--- src/rtl/pipelined_arith_acc_if.sv ---
// Operand and result handshake bundle for pipelined_arith_acc.
// The slave modport is the arithmetic unit; the master modport is whoever drives it.
`timescale 1ns/1ps
interface pipelined_arith_acc_if #(
    parameter int WIDTH = 8
);
    logic             in_valid;
    logic             in_ready;
    logic [1:0]       op;
    logic [WIDTH-1:0] a;
    logic [WIDTH-1:0] b;
    logic             out_valid;
    logic             out_ready;
    logic [WIDTH-1:0] result;
    logic             carry;
    logic             overflow;
    logic [WIDTH-1:0] acc_out;

    modport slave (
        input  in_valid, op, a, b, out_ready,
        output in_ready, out_valid, result, carry, overflow, acc_out
    );

    modport master (
        output in_valid, op, a, b, out_ready,
        input  in_ready, out_valid, result, carry, overflow, acc_out
    );
endinterface

--- src/rtl/pipelined_arith_acc.sv ---
// Two-stage valid/ready add/sub/accumulate/clear unit with carry and overflow flags.
// Define SATURATE_EN to clamp results on carry/borrow instead of wrapping.
`timescale 1ns/1ps
module pipelined_arith_acc #(
    parameter int WIDTH = 8
) (
    input  logic                 clk,
    input  logic                 rst_n,
    pipelined_arith_acc_if.slave bus
);
    typedef enum logic [1:0] {OP_ADD = 2'b00, OP_SUB = 2'b01, OP_ACC = 2'b10, OP_CLR = 2'b11} op_e;

    logic             s1Valid_q, s1Valid_d;
    op_e              s1Op_q, s1Op_d;
    logic [WIDTH-1:0] s1A_q, s1A_d;
    logic [WIDTH-1:0] s1B_q, s1B_d;
    logic             outValid_q, outValid_d;
    logic [WIDTH-1:0] result_q, result_d;
    logic             carry_q, carry_d;
    logic             overflow_q, overflow_d;
    logic [WIDTH-1:0] acc_q, acc_d;

    logic             s2Adv;
    logic             accept;
    logic [WIDTH-1:0] lhs, rhs;
    logic [WIDTH:0]   sum, diff;
    logic [WIDTH-1:0] resRaw, resFinal;
    logic             cFlag, vFlag;

    assign s2Adv        = !outValid_q || bus.out_ready;
    assign bus.in_ready = rst_n && (!s1Valid_q || s2Adv);
    assign accept       = bus.in_valid && bus.in_ready;

    // ACC reads the accumulator here in stage 2, so consecutive ACC beats chain without bubbles.
    always_comb begin
        lhs    = (s1Op_q == OP_ACC) ? acc_q : s1A_q;
        rhs    = (s1Op_q == OP_ACC) ? s1A_q : s1B_q;
        sum    = {1'b0, lhs} + {1'b0, rhs};
        diff   = {1'b0, lhs} - {1'b0, rhs};
        resRaw = '0;
        cFlag  = 1'b0;
        vFlag  = 1'b0;
        case (s1Op_q)
            OP_ADD, OP_ACC: begin
                resRaw = sum[WIDTH-1:0];
                cFlag  = sum[WIDTH];
                vFlag  = (lhs[WIDTH-1] == rhs[WIDTH-1]) && (sum[WIDTH-1] != lhs[WIDTH-1]);
            end
            OP_SUB: begin
                resRaw = diff[WIDTH-1:0];
                cFlag  = diff[WIDTH];
                vFlag  = (lhs[WIDTH-1] != rhs[WIDTH-1]) && (diff[WIDTH-1] != lhs[WIDTH-1]);
            end
            default: begin
                resRaw = '0;
                cFlag  = 1'b0;
                vFlag  = 1'b0;
            end
        endcase
`ifdef SATURATE_EN
        if (cFlag)
            resFinal = (s1Op_q == OP_SUB) ? '0 : '1;
        else
            resFinal = resRaw;
`else
        resFinal = resRaw;
`endif
    end

    always_comb begin
        s1Valid_d  = s1Valid_q;
        s1Op_d     = s1Op_q;
        s1A_d      = s1A_q;
        s1B_d      = s1B_q;
        outValid_d = outValid_q;
        result_d   = result_q;
        carry_d    = carry_q;
        overflow_d = overflow_q;
        acc_d      = acc_q;

        if (accept) begin
            s1Valid_d = 1'b1;
            s1Op_d    = op_e'(bus.op);
            s1A_d     = bus.a;
            s1B_d     = bus.b;
        end else if (s1Valid_q && s2Adv) begin
            s1Valid_d = 1'b0;
        end

        // Stage 2 only moves when the consumer has room; otherwise every output holds.
        if (s2Adv) begin
            outValid_d = s1Valid_q;
            if (s1Valid_q) begin
                result_d   = resFinal;
                carry_d    = cFlag;
                overflow_d = vFlag;
                if (s1Op_q == OP_ACC || s1Op_q == OP_CLR)
                    acc_d = resFinal;
            end
        end
    end

    always_ff @(posedge clk) begin
        if (!rst_n) begin
            s1Valid_q  <= 1'b0;
            s1Op_q     <= OP_ADD;
            s1A_q      <= '0;
            s1B_q      <= '0;
            outValid_q <= 1'b0;
            result_q   <= '0;
            carry_q    <= 1'b0;
            overflow_q <= 1'b0;
            acc_q      <= '0;
        end else begin
            s1Valid_q  <= s1Valid_d;
            s1Op_q     <= s1Op_d;
            s1A_q      <= s1A_d;
            s1B_q      <= s1B_d;
            outValid_q <= outValid_d;
            result_q   <= result_d;
            carry_q    <= carry_d;
            overflow_q <= overflow_d;
            acc_q      <= acc_d;
        end
    end

    assign bus.out_valid = outValid_q;
    assign bus.result    = result_q;
    assign bus.carry     = carry_q;
    assign bus.overflow  = overflow_q;
    assign bus.acc_out   = acc_q;
endmodule

--- src/flat_wrapper.sv ---
// flat-port wrapper written by rule: the top's interface ports become plain ports
module pipelined_arith_acc_flat 
#(
    parameter int WIDTH = 8
)
  (clk, rst_n, bus_in_valid, bus_op, bus_a, bus_b, bus_out_ready, bus_in_ready, bus_out_valid, bus_result, bus_carry, bus_overflow, bus_acc_out);
  pipelined_arith_acc_if #(.WIDTH(WIDTH)) bus_i ();
  input  logic clk;
  input  logic rst_n;
  input wire logic [$bits(bus_i.in_valid)-1:0] bus_in_valid;
  input wire logic [$bits(bus_i.op)-1:0] bus_op;
  input wire logic [$bits(bus_i.a)-1:0] bus_a;
  input wire logic [$bits(bus_i.b)-1:0] bus_b;
  input wire logic [$bits(bus_i.out_ready)-1:0] bus_out_ready;
  output wire logic [$bits(bus_i.in_ready)-1:0] bus_in_ready;
  output wire logic [$bits(bus_i.out_valid)-1:0] bus_out_valid;
  output wire logic [$bits(bus_i.result)-1:0] bus_result;
  output wire logic [$bits(bus_i.carry)-1:0] bus_carry;
  output wire logic [$bits(bus_i.overflow)-1:0] bus_overflow;
  output wire logic [$bits(bus_i.acc_out)-1:0] bus_acc_out;
  assign bus_i.in_valid = bus_in_valid;
  assign bus_i.op = bus_op;
  assign bus_i.a = bus_a;
  assign bus_i.b = bus_b;
  assign bus_i.out_ready = bus_out_ready;
  assign bus_in_ready = bus_i.in_ready;
  assign bus_out_valid = bus_i.out_valid;
  assign bus_result = bus_i.result;
  assign bus_carry = bus_i.carry;
  assign bus_overflow = bus_i.overflow;
  assign bus_acc_out = bus_i.acc_out;
  pipelined_arith_acc #(.WIDTH(WIDTH)) u_core (.clk(clk), .rst_n(rst_n), .bus(bus_i));
endmodule
--- config.mk ---
export PLATFORM = sky130hd
export DESIGN_NAME = pipelined_arith_acc_flat
export DESIGN_NICKNAME = d
export VERILOG_FILES = /design/src/rtl/pipelined_arith_acc_if.sv /design/src/rtl/pipelined_arith_acc.sv /design/src/flat_wrapper.sv
export SDC_FILE = /design/constraint.sdc
export NUM_CORES = 1
export LEC_CHECK = 0
export ABC_AREA = 1
export CORE_AREA = 2 2 74 76
export DETAILED_ROUTE_END_ITERATION = 7
export DIE_AREA = 0 0 76 78
export GPL_ROUTABILITY_DRIVEN = 0
export PLACE_DENSITY = 0.76
export SLEW_MARGIN = 20
export SYNTH_ARGS = -nofsm -noshare
export SYNTH_HDL_FRONTEND = slang
export SYNTH_SLANG_ARGS = --single-unit
--- constraint.sdc ---
create_clock -name clk -period 6.95 [get_ports clk]
set_input_delay 1.0425 -clock clk [delete_from_list [all_inputs] [get_ports clk]]
set_output_delay 1.0425 -clock clk [all_outputs]
set_load 0.005 [all_outputs]
---- Word-level counts from Yosys, hierarchy flattened ----
Index checks and enable logic that the tools add are counted.
operators by class
  $add $sub $neg .......................... 2
  equal/unequal tests ..................... 7
  reductions and logical operators ........ 15
  muxes and demuxes ....................... 7
operators by type and width
  cell                  number
  $mux W8               2
  $pmux W8 S2           1
  $add A8 B8 Y9         1
  $sub A8 B8 Y9         1
  $logic_and A1 B1 Y1   5
  $eq A2 B2 Y1 const B  2
  $pmux W1 S2           2
  $logic_or A1 B1 Y1    3
  $ne A1 B1 Y1          3
  $reduce_and A3 Y1     1
  $eq A2 B1 Y1 const B  1
  $logic_not A1 Y1      2
  $logic_not A2 Y1      1
  $mux W1               2
  $reduce_and A2 Y1     1
  $reduce_bool A2 Y1    1
  $reduce_or A2 Y1      1
  $eq A1 B1 Y1          1
word-level totals
  output and inout bits ................... 20
  bits in registers ....................... 38
  word-level logic and storage cells ...... 40
  input bits .............................. 22

---- Depth between registers and ports, before layout ----
Gate-level depths: netlist of the first run.
  depth after elaboration ................. 6
  depth in mapped cells ................... 17
  gate-level depth less buffers ........... 16

---- Worst setup path after synthesis of the first run ----
Ideal clock, no wire load.
  kind .................................... in2out
  start ................................... input port bus_out_ready
  end ..................................... output port bus_in_ready
  buffers on the path ..................... 0
  data arrival time ....................... 1.430 ns
  cell stages on the path ................. 6
  path slack .............................. 4.477 ns
  cell sequence ........................... inv_1 -> nand2_1 -> nor2_1 -> inv_1 -> nand2_1 -> inv_1
between the ends
  cells in the longest elaborated chain, start to end .. 3
ends and longest elaborated chain
  element              line                       source
  from (decl)          flat_wrapper.sv:14         input wire logic [$bits(bus_i.out_ready)-1:0] bus_out_ready;
  $logic_or A1 B1 Y1   pipelined_arith_acc.sv:30  assign s2Adv = !outValid_q || bus.out_ready;
  $logic_or A1 B1 Y1   pipelined_arith_acc.sv:31  assign bus.in_ready = rst_n && (!s1Valid_q || s2Adv);
  $logic_and A1 B1 Y1  pipelined_arith_acc.sv:31
  to (decl)            flat_wrapper.sv:15         output wire logic [$bits(bus_i.in_ready)-1:0] bus_in_ready;
No other way between the ends.

---- Worst setup path after layout of the first run ----
  start ................................... input port rst_n
  end ..................................... output port bus_in_ready
between the ends
  cells in the longest elaborated chain, start to end .. 1
ends and longest elaborated chain
  element              line                       source
  from (decl)          flat_wrapper.sv:9          input logic rst_n;
  $logic_and A1 B1 Y1  pipelined_arith_acc.sv:31
No other way between the ends.

==> key figures, run 1 <==
Timing
  – Endpoints failing hold: 0
  – Pins Over Slew Limit: 0
  – Timing-limited maximum frequency: 0.267 GHz
  – Final setup margin: 3.21 ns
  – Final Critical Period: 3.74 ns
  – Final setup viols: 0
  – Slew at the pin closest to its max-slew limit: 0.766 ns
  – Setup repair after global routing missed its margin: no
  – Fin crit share: 53.9%
  – Accumulated negative setup slack: 0 ns
  – Max_slew headroom: 48.4%
  – Layout Skew: 0.0112 ns

Die
  – IO Count: 42
  – Die extent in x: 76 um
  – Total Die Area: 5930 um2
  – Area of the core region: 5040 um2
  – Y dimension of the die: 78 um
  – # rows: 26
  – Starting Density: 49.8%

Drt
  – Count of antenna-violating nets left after detailed routing: 0
  – Final wirelength: 6030 um
  – Initial drt markers: between 200 and 250
  – DR DRC count: 0
  – Ratio of routed vias to standard cells: 5.14
  – Number of iterations in the first detailed-routing pass: 4
  – Wire length per cell: approximately 12 um
  – Vias: 2508

GRT
  – GRT met1 Usage: 26.4%
  – Maximum number of pins on one net before global-route repair: 37
  – Wire length of the first global-routing pass: 9920 um
  – Fraction of met2 tracks used by global routing: 35.0%
  – Number of global-route vias before repair: 2196
  – Total routing usage reported by global routing: a little over 20%
  – Total gr overflow: 0
  – Antenna violations before repair: 0
  – Global route hottest layer: met2
  – Met3 Track Usage GR: 3.95%

Worst setup path
  – Total stage count of the critical path: 4
  – Reg-to-reg startpoint: u_core.s1Op_q[0]
  – Worst R2R Path Depth: 14
  – Slowest Stage Delay on Critical Path: about 0.86 ns
  – Critical Path, Cell by Cell: clkdlybuf4s50_1, nand2_1, inv_1, clkdlybuf4s50_1
  – Critical Path Start: rst_n
  – Critical path data required time: 5.91 ns
  – Path type of the worst setup path: in -> out
  – Nature of the critical path startpoint: input port
  – Slowest cell on crit path: sky130_fd_sc_hd__clkdlybuf4s50_1
  – Crit Reg-Reg Endpoint: u_core.bus.acc_out[5]
  – Worst setup endpoint: bus_in_ready
  – Sum of buffers and inverters on the critical path: 3
  – CP Capture Type: output port
  – Arrival time at the worst endpoint: 2.70 ns
  – Worst path most repeated cell: sky130_fd_sc_hd__clkdlybuf4s50_1
  – Worst reg-to-reg setup slack: 4.10 ns
  – Largest fanout on the critical path: 16
  – Cell family with most CP delay: buffers and inverters

Place
  – Number of placed instances with taps included: 480
  – Placed wire-length estimate after detailed placement: 4610 um
  – Worst slack after detailed placement: 3.20 ns
  – Count of buffers inserted at the top-level ports: 41
  – Instance area at placement: approximately 2900 um2

CTS
  – Clock input transition at the sequential cells of the worst setup and hold paths: 0.08 ns
  – H-tree depth: 2
  – Post-CTS repair timing setup buffer count: 0
  – Post-cts hold buffer count: 0
  – Total clock buffers created by CTS: 5
  – Clock net sink count: 38
  – CTS max path bufs: 2
  – TritonCTS clock tree: built
  – Worst skew pair latency: around 0.30 ns
  – Count of cells resized by post-cts repair: 0
  – Clock Root Buffer: sky130_fd_sc_hd__clkbuf_8

Yosys
  – Asr flop ratio synth: 0%
  – Post-synthesis cell type count: 31
  – Cell count after synthesis: 385
  – Largest cells by area after synthesis: sky130_fd_sc_hd__dfxtp_1 30%, sky130_fd_sc_hd__nand2_1 14%, sky130_fd_sc_hd__inv_1 9.0%
  – Post-synthesis sequential area ratio: 30.3%
  – Commonest register cell after synthesis: sky130_fd_sc_hd__dfxtp_1
  – Avg Inst Size Synth: 6.53 um2
  – Post-synthesis sequential element count: 38
  – Cell accounting for the most synthesized area: sky130_fd_sc_hd__dfxtp_1
  – Portion of synthesized cell area occupied by the leading cell type: 30.3%
  – Area of the mapped netlist: around 2500 um2
  – Post-synth EDFFs: 0
  – Syn Nets: about 430
  – Number of warnings reported in the yosys synthesis log: 0

Pwr
  – Power per unit of standard cell area: 196 nW/um2
  – Worst vdd rail ir drop: 0.129 mV
  – Leakage power: approximately 1.4 nW

Hold path
  – Type of the worst min-delay path: reg -> reg
  – Cell depth of the worst min-delay path: 2

Final layout
  – Most common cell after layout, fill and taps aside: sky130_fd_sc_hd__nand2_1
  – Fraction of final layout cells with drive strength greater than 1: around 5.3%
  – Post-Layout Cell Count: 488
  – Layout overhead on the synthesized area: 19.5%
  – Most used cells in the layout excluding fill and tap cells: 92 x sky130_fd_sc_hd__nand2_1, 60 x sky130_fd_sc_hd__inv_1, 41 x sky130_fd_sc_hd__clkdlybuf4s50_1
  – # nets final: around 460
  – Ant diodes: 0
  – Total of fill cells in the finished design: 482
  – Final instance area: 3000 um2

Outcome
  – Outcome: finished, final reports clean

Run
  – Max_cap viols: 0
registers in the layout, indices dropped and copies added, names as in the netlist:
signal	flops
u_core.s1B_q	8
u_core.bus.acc_out	8
u_core.s1Valid_q	1
u_core.s1A_q	8
u_core.s1Op_q	2
u_core.bus.overflow	1
u_core.bus.carry	1
u_core.bus.result	8
u_core.bus.out_valid	1
cell usage after synthesis, types with 2 or more instances:
| cell | number |
|---|---|
| sky130_fd_sc_hd__dfxtp_1 | 38 |
| sky130_fd_sc_hd__inv_2 | 6 |
| sky130_fd_sc_hd__nand3_1 | 31 |
| sky130_fd_sc_hd__inv_1 | 60 |
| sky130_fd_sc_hd__a21oi_1 | 21 |
| sky130_fd_sc_hd__fa_1 | 2 |
| sky130_fd_sc_hd__nand4_1 | 8 |
| sky130_fd_sc_hd__o21a_1 | 2 |
| sky130_fd_sc_hd__nand2_1 | 92 |
| sky130_fd_sc_hd__buf_2 | 8 |
| sky130_fd_sc_hd__nor2_4 | 3 |
| sky130_fd_sc_hd__o31ai_1 | 11 |
| sky130_fd_sc_hd__buf_6 | 2 |
| sky130_fd_sc_hd__o21ai_0 | 36 |
| sky130_fd_sc_hd__nand2_2 | 2 |
| sky130_fd_sc_hd__ha_1 | 16 |
| sky130_fd_sc_hd__nor2_1 | 31 |
| sky130_fd_sc_hd__clkbuf_1 | 2 |
| sky130_fd_sc_hd__buf_4 | 2 |
worst min-delay path by stage:
stage                                  to  slack (ns)             startpoint
global route              u_core.s1B_q[7]        0.50        u_core.s1B_q[7]
detailed placement        u_core.s1B_q[4]        0.47        u_core.s1B_q[4]
finish               u_core.bus.out_valid        0.48       u_core.s1Valid_q
floorplan                 u_core.s1B_q[7]        0.45        u_core.s1B_q[7]
global placement     u_core.bus.out_valid        0.46       u_core.s1Valid_q
CTS                 u_core.bus.acc_out[1]        0.48  u_core.bus.acc_out[1]
report_power, final:
part           internal, W  leakage (nW)  switching, W  total [W]
Clock            0.0000708        0.0452     0.0000828   0.000154
Sequential        0.000232         0.313    0.00000869   0.000241
Combinational    0.0000756          1.05      0.000118   0.000194
Total             0.000379          1.41      0.000210   0.000589
worst register-to-register path, stage by stage (launching register included):
cell,delay (ns)
sky130_fd_sc_hd__dfxtp_1,0.40
sky130_fd_sc_hd__inv_2,0.22
sky130_fd_sc_hd__nand2_4,0.22
sky130_fd_sc_hd__o21ai_0,0.67
sky130_fd_sc_hd__ha_1,0.38
sky130_fd_sc_hd__nor2_1,0.12
sky130_fd_sc_hd__nand2_1,0.06
sky130_fd_sc_hd__nand2_1,0.14
sky130_fd_sc_hd__nand2_1,0.10
sky130_fd_sc_hd__nand2_1,0.08
sky130_fd_sc_hd__nand2_1,0.05
sky130_fd_sc_hd__nand3_1,0.11
sky130_fd_sc_hd__nand3_1,0.11
sky130_fd_sc_hd__nand2_1,0.07
sky130_fd_sc_hd__inv_1,0.04
stage by stage:
step                total power [W]  hold slack [ns]  utilization (%)
finish                     0.000589            0.477             59.6
global route               0.000623            0.498             59.6
CTS                        0.000586            0.480             59.6
detailed placement         0.000436            0.468             57.8
global placement           0.000432            0.460             57.8
floorplan                  0.000384            0.445                -
layout make-up:
type | instances | area [um2] | share of cell area [%]
Sequential cell | 38 | 761 | 25.3
Timing Repair Buffer | 41 | 410 | 13.7
Inverter | 66 | 248 | 8.25
Multi-Input combinational cell | 265 | 1410 | 47.0
Clock inverter | 2 | 13.8 | 0.458
Tap cell | 70 | 87.6 | 2.92
Clock buffer | 6 | 72.6 | 2.42
layer usage:
metal	routed length (um)	vias to the layer above
met5	0	-
met3	371	10
met2	2800	82
met4	104	0
li1	-	1299
met1	2760	1117
logic make-up (layout without fill, tap and decap cells):
kind of cell    count (synthesis)  in the layout  synth area share, %
flops                          38             38                 30.3
fa+ha+maj                      18             18                 9.56
buf+inv                        82            115                 13.6
compound gates                 76             76                 17.0
simple gates                  171            171                 29.5
Note: power is estimated with default switching activity, not from simulation.
==> run 2, diff against run 1 <==
==> constraint.sdc (replaced) <==
create_clock -name clk -period 3.7 [get_ports clk]
set_input_delay 0.555 -clock clk [delete_from_list [all_inputs] [get_ports clk]]
set_output_delay 0.555 -clock clk [all_outputs]
set_load 0.005 [all_outputs]
==> run 2 against run 1 <==
  * Core utilization up 0.074 points
  * Clock-buffer cell count unchanged
  * Via count up 0.40%
  * Non-clock buffer count up 1
  * Global-route usage up 1.9 points
  * Cell area up 0.12%
  * Wire length up 3.7%
  * Register-to-register slack worse by 3.1 ns
  * Clock skew about the same
  * Die area unchanged
  * Largest cell class unchanged
  * Largest power group unchanged
==> key figures, run 2 (synthesis results as in run 1) <==
Worst setup path
  – Largest fanout on the critical path: 33
  – Slowest cell on crit path: sky130_fd_sc_hd__o21ai_0
  – Cell family with most CP delay: simple AND/OR/NAND/NOR gates
  – Path type of the worst setup path: reg -> reg
  – Sum of buffers and inverters on the critical path: 2
  – Nature of the critical path startpoint: register
  – Arrival time at the worst endpoint: 2.86 ns
  – Critical Path, Cell by Cell: inv_2, nand2_4, o21ai_0, ha_1, nor2_1, nand2_1, nand2_1, nand2_2, nand2_1, nand2_1, nand3_1, nand3_1, nand2_1, inv_1
  – Slowest Stage Delay on Critical Path: 0.61 ns
  – CP Capture Type: register
  – Reg-to-reg startpoint: u_core.s1Op_q[0]
  – Critical path data required time: 3.90 ns
  – Worst path most repeated cell: sky130_fd_sc_hd__nand2_1
  – Critical Path Start: u_core.s1Op_q[0]

Die
  – Total Die Area: 5930 um2
  – Starting Density: 49.8%
  – # rows: 26
  – Die extent in x: 76 um
  – Y dimension of the die: 78 um
  – Area of the core region: 5040 um2
  – IO Count: 42

CTS
  – Worst skew pair latency: 0.30 ns
  – CTS max path bufs: 2
  – Clock net sink count: 38
  – Post-cts hold buffer count: 0
  – Clock Root Buffer: sky130_fd_sc_hd__clkbuf_8
  – H-tree depth: 2
  – Total clock buffers created by CTS: 5
  – TritonCTS clock tree: built
  – Clock input transition at the sequential cells of the worst setup and hold paths: 0.08 ns
  – Post-CTS repair timing setup buffer count: 0
  – Count of cells resized by post-cts repair: 0

Timing
  – Setup repair after global routing missed its margin: no
  – Final Critical Period: 2.66 ns
  – Fin crit share: 71.9%
  – Pins Over Slew Limit: 0
  – Layout Skew: about 0.011 ns
  – Slew at the pin closest to its max-slew limit: 0.798 ns
  – Final setup viols: 0
  – Accumulated negative setup slack: 0 ns
  – Endpoints failing hold: 0
  – Timing-limited maximum frequency: 0.376 GHz
  – Max_slew headroom: 46.8%

Pwr
  – Combinational share of power: 33.5%
  – Sw power: 0.000381 W
  – Internal portion of total power: between 0.0007 and 0.0008 W
  – Leakage power: 1.42 nW
  – Part of the power in the clock network: between 20% and 30%
  – Total power after layout: 0.00110 W
  – Fraction of power spent switching nets: 34.5%
  – Worst vdd rail ir drop: 0.188 mV
  – Portion of total power attributed to sequential cells: approximately two fifths
  – Power per unit of standard cell area: roughly 370 nW/um2

Final layout
  – Most common cell after layout, fill and taps aside: sky130_fd_sc_hd__nand2_1
  – Most used cells in the layout excluding fill and tap cells: 92 x sky130_fd_sc_hd__nand2_1, 60 x sky130_fd_sc_hd__inv_1, 41 x sky130_fd_sc_hd__clkdlybuf4s50_1
  – Fraction of final layout cells with drive strength greater than 1: ~5.3%
  – Total of fill cells in the finished design: 482
  – Ant diodes: 0
  – Layout overhead on the synthesized area: 19.7%
  – # nets final: 458
  – Area of the multi-input gates: approximately 1400 um2
  – Area taken by flip-flops and latches: 761 um2

GRT
  – Total gr overflow: 0
  – Maximum number of pins on one net before global-route repair: 37
  – Total routing usage reported by global routing: 22.6%
  – Antenna violations before repair: 0
  – GRT met1 Usage: 30.5%
  – Fraction of met2 tracks used by global routing: between 30 and 40%
  – Number of global-route vias before repair: 2398
  – Wire length of the first global-routing pass: 10800 um
  – Global route hottest layer: met2
  – Met3 Track Usage GR: approximately 4.2%

Drt
  – Number of iterations in the first detailed-routing pass: 4
  – Count of antenna-violating nets left after detailed routing: 0
  – Final wirelength: 6260 um
  – Wire length per cell: between 10 and 15 um
  – Ratio of routed vias to standard cells: ~5.2
  – Vias: 2518
  – DR DRC count: 0
  – Initial drt markers: 220

Outcome
  – Outcome: finished, final reports clean

Hold path
  – Hold path startpoint: u_core.s1Valid_q
  – Type of the worst min-delay path: reg -> reg

Run
  – Max_cap viols: 0

Place
  – Placed wire-length estimate after detailed placement: 4690 um
  – Count of buffers inserted at the top-level ports: just over 40
[run 2: final cells by class]
type	instances	area share (%)
clock buffers	6	2.75
inverters	66	8.24
multi-input cells	265	46.9
flip-flops and latches	38	25.3
well taps	70	2.91
repair buffers	42	13.9
[run 2: worst register-to-register path, cell delays in order (launching register included)]
cell and delay [ns]:
sky130_fd_sc_hd__dfxtp_1 0.37, sky130_fd_sc_hd__inv_2 0.19, sky130_fd_sc_hd__nand2_4 0.21, sky130_fd_sc_hd__o21ai_0 0.61
sky130_fd_sc_hd__ha_1 0.38, sky130_fd_sc_hd__nor2_1 0.11, sky130_fd_sc_hd__nand2_1 0.06, sky130_fd_sc_hd__nand2_1 0.15
sky130_fd_sc_hd__nand2_2 0.10, sky130_fd_sc_hd__nand2_1 0.07, sky130_fd_sc_hd__nand2_1 0.05, sky130_fd_sc_hd__nand3_1 0.09
sky130_fd_sc_hd__nand3_1 0.07, sky130_fd_sc_hd__nand2_1 0.08, sky130_fd_sc_hd__inv_1 0.03
[run 2: metrics by stage]
stage          hold slack [ns]  instances  util [%]  cell area, um2  setup WS [ns]
2_1_floorplan            0.445        385         -            2510           1.35
3_3_place_gp             0.457        481      58.0            2920           1.13
3_5_place_dp             0.461        481      58.0            2920           1.06
4_1_cts                  0.475        487      59.6            3010           1.04
5_1_grt                  0.493        487      59.6            3010          0.746
6_report                 0.478        487      59.6            3010           1.04
[run 2: final timing paths]
check                    endpoint  slack [ns]  cells past startpoint
max reg2reg  u_core.bus.result[7]        1.04                     14
min reg2reg  u_core.bus.out_valid        0.48                      2
max          u_core.bus.result[7]        1.04                     14
min          u_core.bus.out_valid        0.48                      2
[run 2: routing by layer]
metal,up-vias,share of wire [%]
met1,1127,46
met3,11,7.4
met5,-,0
met2,88,45
li1,1292,-
met4,0,1.9
[run 2: power groups by stage]
stage                     sequential, W  combinational (W)  clock, W
final                          0.000453           0.000370  0.000282
after CTS                      0.000452           0.000364  0.000292
after global placement         0.000461           0.000357         0
after detailed placement       0.000462           0.000360         0
after global routing           0.000456           0.000418  0.000303
after floorplan                0.000460           0.000262         0
